`src/rtl/alu_wb_queue_pkg.sv`:
```
// Shared definitions for the ALU writeback queue: opcode bounds, default widths
// and the queued entry layout.
package alu_wb_queue_pkg;

    localparam int ALU_OP_MIN = 1;
    localparam int ALU_OP_MAX = 10;

    localparam int DEF_DATA_W = 16;
    localparam int DEF_REG_W  = 3;

    typedef struct packed {
        logic [DEF_REG_W-1:0]  reg_addr;
        logic [DEF_DATA_W-1:0] data;
    } wb_entry_t;

endpackage

```
`src/rtl/alu_wb_fwd_match.sv`:
```
// Newest-match search over the pending writeback entries, used for forwarding.
// The walk goes oldest to newest, so the last match found is the newest.
module alu_wb_fwd_match
    import alu_wb_queue_pkg::*;
#(
    parameter int DATA_W = DEF_DATA_W,
    parameter int REG_W  = DEF_REG_W,
    parameter int DEPTH  = 4,
    localparam int PTR_W = $clog2(DEPTH),
    localparam int CNT_W = PTR_W + 1
) (
    input  logic [DEPTH-1:0][REG_W-1:0]  regs,
    input  logic [DEPTH-1:0][DATA_W-1:0] datas,
    input  logic [PTR_W-1:0]             rd_ptr,
    input  logic [CNT_W-1:0]             count,
    input  logic [REG_W-1:0]             raddr,
    output logic                         hit,
    output logic [DATA_W-1:0]            data
);

    logic [PTR_W-1:0] idx;

    always_comb begin
        hit  = 1'b0;
        data = '0;
        idx  = '0;
        for (int i = 0; i < DEPTH; i++) begin
            idx = rd_ptr + PTR_W'(i);
            if ((CNT_W'(i) < count) && (raddr != '0) && (regs[idx] == raddr)) begin
                hit  = 1'b1;
                data = datas[idx];
            end
        end
    end

endmodule

```
`src/rtl/alu_wb_queue.sv`:
```
// In-order writeback FIFO between ALU-op decode and the register-file write port.
// Define ALU_WB_FWD_EN to add a forwarding lookup over pending entries.
module alu_wb_queue
    import alu_wb_queue_pkg::*;
#(
    parameter int DATA_W = DEF_DATA_W,
    parameter int REG_W  = DEF_REG_W,
    parameter int DEPTH  = 4,
    localparam int PTR_W = $clog2(DEPTH),
    localparam int CNT_W = PTR_W + 1
) (
    input  logic              clk,
    input  logic              rst_n,
    input  logic              alu_op,
    input  logic [REG_W-1:0]  wb_reg,
    input  logic [DATA_W-1:0] wb_data,
    output logic              stall,
    output logic              rf_we,
    output logic [REG_W-1:0]  rf_waddr,
    output logic [DATA_W-1:0] rf_wdata,
    input  logic              rf_ready,
    output logic [CNT_W-1:0]  count,
    input  logic [REG_W-1:0]  fwd_raddr,
    output logic              fwd_hit,
    output logic [DATA_W-1:0] fwd_data
);

    logic [DEPTH-1:0][REG_W-1:0]  mem_reg;
    logic [DEPTH-1:0][DATA_W-1:0] mem_data;
    logic [PTR_W-1:0]             rd_ptr;
    logic [PTR_W-1:0]             wr_ptr;
    logic                         enq;
    logic                         deq;

    assign stall = (count == CNT_W'(DEPTH));
    assign rf_we = (count != '0);
    assign enq   = alu_op && (wb_reg != '0) && !stall;
    assign deq   = rf_we && rf_ready;

    // Head reads 0 while empty so the write port never shows stale storage.
    assign rf_waddr = rf_we ? mem_reg[rd_ptr]  : '0;
    assign rf_wdata = rf_we ? mem_data[rd_ptr] : '0;

    always_ff @(posedge clk) begin
        if (enq) begin
            mem_reg[wr_ptr]  <= wb_reg;
            mem_data[wr_ptr] <= wb_data;
        end
    end

    always_ff @(posedge clk) begin
        if (!rst_n) begin
            rd_ptr <= '0;
            wr_ptr <= '0;
            count  <= '0;
        end else begin
            if (enq) wr_ptr <= wr_ptr + 1'b1;
            if (deq) rd_ptr <= rd_ptr + 1'b1;
            case ({enq, deq})
                2'b10:   count <= count + 1'b1;
                2'b01:   count <= count - 1'b1;
                default: count <= count;
            endcase
        end
    end

`ifdef ALU_WB_FWD_EN
    alu_wb_fwd_match #(
        .DATA_W (DATA_W),
        .REG_W  (REG_W),
        .DEPTH  (DEPTH)
    ) u_fwd_match (
        .regs   (mem_reg),
        .datas  (mem_data),
        .rd_ptr (rd_ptr),
        .count  (count),
        .raddr  (fwd_raddr),
        .hit    (fwd_hit),
        .data   (fwd_data)
    );
`else
    logic unused_fwd_raddr;
    assign unused_fwd_raddr = ^fwd_raddr;
    assign fwd_hit  = 1'b0;
    assign fwd_data = '0;
`endif

endmodule

```
`config.mk`:
```
export PLATFORM = sky130hd
export DESIGN_NAME = alu_wb_queue
export DESIGN_NICKNAME = d
export VERILOG_FILES = /design/src/rtl/alu_wb_queue_pkg.sv /design/src/rtl/alu_wb_fwd_match.sv /design/src/rtl/alu_wb_queue.sv
export SDC_FILE = /design/constraint.sdc
export NUM_CORES = 1
export LEC_CHECK = 0
export CAP_MARGIN = 0
export CORE_MARGIN = 4
export CORE_UTILIZATION = 35
export DETAILED_ROUTE_END_ITERATION = 16
export PLACE_DENSITY = 0.69
export SYNTH_ARGS = -nofsm -noshare
export SYNTH_HDL_FRONTEND = slang
export SYNTH_SLANG_ARGS = --single-unit
export TNS_END_PERCENT = 20
```
`constraint.sdc`:
```
create_clock -name clk -period 2.3 [get_ports clk]
set_clock_uncertainty 0.1 [all_clocks]
set_input_delay 0.23 -clock clk [delete_from_list [all_inputs] [get_ports clk]]
set_output_delay 0.23 -clock clk [all_outputs]
set_load 0.02 [all_outputs]
```
==> run metrics <==
Min-Delay Path Class=reg -> reg; clock buffer depth=2; Data required, critical path=1970 ps; row count=35; TNS Setup=0 ps; CTS tree=done; setup repair bufs after CTS=0; Clock Latency Late Sink=about 340 ps; peak supply drop=430 uV; worst hold stages=2; Clock power frac=21.4%; DR vias=1749; GP Congestion=roughly 0.67; Synth Warn #=0; number of global-route vias before repair=around 1800; CORE AREA=9420 sq um; Tot Pwr=4770 uW; Clock Sinks=83; number of vias per cell=4.45; WHS Endpoint=wr_ptr[1]; DIE HEIGHT=107 um; htree depth=3; syn_area_per_cell=18.3 sq um; antenna violations before repair=0; Pre-Repair DR Iteration Count=4; Final HPWL DP=4160 um; number of DRC markers in iteration 0=94; mux cell area share after synthesis=between 10 and 15%; FF-to-FF End=count[2]; crit path cell chain=buf_12, mux4_2, nor2b_1, dlygate4sd2_1; Power Density=roughly 1100 nW/um^2; Post-CTS Hold Buffers=0; slowest CP cell=mux4_2; global-route wire length before repair=9340 um; Fin. Hold Viols=0; outcome=completed; largest net degree at the start of global routing=20; Synth Area in XOR/XNOR=just over 1%; CP arrival=1870 ps; Max Slew Vio Count=0; area share of fa/ha/maj cells after synthesis=2.39%; register area share after synthesis=70.2%; Die W=107 um; Starting Density=36.7%; CTS root buffer=clkbuf_8; NetSw=1570 uW; diodes inserted=0; DRC=0; num ports=67; startpoint types=flip-flop; Synth Instances=189; RSZ-0062 raised after global routing=false; clock-pin transition on the worst setup and hold timing paths=about 80 ps; Area after DPL=about 4200 sq um; Crit path buffers/inverters=2; Logic pwr share=38.8%; Num CTS Buffers=9; Synth Area in Compound Gates=1.41%; simple-gate share of the synthesized area=6.34%; number of synthesized register bits=83; origin of the worst min-delay path=wr_ptr[1]; hold_ws=415 ps; Largest register FFs=64; Final Util=46.2%; largest family of logic cells by synthesized area=multiplexers; setup slack, reg-to-reg=230 ps; Total GRT Usage=11.2%; distinct cell type count after synthesis=25; Final setup violation count=0; post-route cell area=4350 sq um; Final ANT Viol Nets=0; remaining global-route overflow=0; PortBufs=46; area grow syn2layout=26.0%; Power Internal=between 3000 and 4000 uW; fin nets=291; WL final=~6000 um; worst r2r src=count[2]; fin crit period=2200 ps; Max Fclk=approximately 0.45 GHz; crit path capture type=output pin; Final period util=roughly 96%; max cap viols=0; cell family with the largest share of critical-path delay=multiplexers; ratio of cells with drive above 1 in the final layout=24.6%; Net Sw Frac=around a third; WL/cell=15.2 um; worst r2r path cells=9; Max stage delay on crit path=500 ps; full die area=11500 sq um; Mapped Area=3450 sq um; WS Path Type=reg -> out; Seq pwr share=39.8%; worst-path fanout max=11; Leakage=0.00156 uW
## layout by cell type (no fill, tap or decap), types with 2 or more instances in the layout
cell type | netlist | routed
or3_1 | 2 | 2
nor2b_1 | 17 | 17
nor2_1 | 6 | 5
o21ai_0 | 2 | 2
clkdlybuf4s50_1 | 0 | 27
inv_1 | 9 | 9
a21oi_1 | 3 | 3
ha_1 | 5 | 5
clkinv_2 | 0 | 2
dfxtp_1 | 7 | 3
clkbuf_8 | 0 | 9
mux4_2 | 19 | 19
edfxtp_1 | 76 | 76
and2_1 | 4 | 4
buf_12 | 0 | 2
dlygate4sd2_1 | 0 | 19
dfxtp_2 | 0 | 3
nand2_1 | 2 | 2
buf_4 | 17 | 17
conb_1 | 1 | 17
nor2b_4 | 2 | 2
xor2_1 | 4 | 4
## power by group through the flow
stage / registers, uW / clock network, uW / logic, uW
finish: 1900 / 1020 / 1850
global placement: 1920 / 0 / 2000
detailed placement: 1930 / 0 / 2030
global route: 1920 / 1130 / 2020
floorplan: 1930 / 0 / 1180
CTS: 1900 / 1060 / 1890
## final cells by class
cell class | instances | area, sq um
fillers | 834 | 5060
inverters | 9 | 33.8
flip-flops and latches | 83 | 2430
multi-input cells | 90 | 906
clock inverters | 7 | 76.3
repair buffers | 66 | 619
clock buffers | 9 | 124
well taps | 129 | 161
## synthesized netlist by cell type, drive strengths merged
| cell type | n | area, sq um |
|---|---|---|
| edfxtp | 76 | 2280 |
| buf | 22 | 165 |
| mux4 | 19 | 428 |
| nor2b | 19 | 134 |
| inv | 9 | 33.8 |
| dfxtp | 7 | 140 |
| nor2 | 6 | 22.5 |
| ha | 5 | 62.6 |
| and2 | 4 | 25.0 |
| xor2 | 4 | 35.0 |
| a21oi | 3 | 15.0 |
| nand2 | 2 | 7.51 |
| o21ai | 2 | 10.0 |
| o31ai | 2 | 15.0 |
| or3 | 2 | 12.5 |
| clkbuf | 1 | 3.75 |
| conb | 1 | 3.75 |
| fa | 1 | 20.0 |
| mux2i | 1 | 10.0 |
| nor3 | 1 | 5.00 |
| nor3b | 1 | 12.5 |
| o311ai | 1 | 8.76 |
## tightest hold or removal path, stage by stage, from the launching register on
cell,delay [ps]
dfxtp_1,350
nand2_1,70
mux2i_1,60
## metal layers
metal	vias to the layer above	GRT usage (%)	wire, um
li1	819	-	-
met1	869	12.5	2450
met2	54	19.3	3050
met3	7	4.02	383
met4	0	4.38	79
met5	-	0	0
## kinds of logic after synthesis
family,after synthesis
buffers and inverters,32
AND/OR/NAND/NOR,35
AO/OA/AOI/OAI,8
XOR/XNOR,4
multiplexers,20
adder cells (fa/ha/maj),6
other,1
flip-flops,83
## worst max-delay path by stage
stage | cells past startpoint | endpoint | startpoint | slack (ps)
2_1_floorplan | 9 | count[2] | count[2] | 20
3_3_place_gp | 11 | count[2] | wb_reg[1] | -220
3_5_place_dp | 11 | count[2] | wb_reg[1] | -230
4_1_cts | 4 | rf_wdata[4] | rd_ptr[0] | 20
5_1_grt | 11 | count[2] | wb_reg[1] | 1
6_report | 4 | rf_wdata[2] | rd_ptr[0] | 100
## stage by stage
step | worst slack, ps | cells
after floorplan | 18.9 | 205
after global placement | -224 | 377
after detailed placement | -235 | 377
after CTS | 18.1 | 393
after global routing | 1.01 | 393
final | 101 | 393
## what timing repair did
action,in CTS,in global routing
gates cloned,0,0
endpoints found under the setup margin,19,13
resized for setup,21,3
Note: power is estimated with default switching activity, not from simulation.
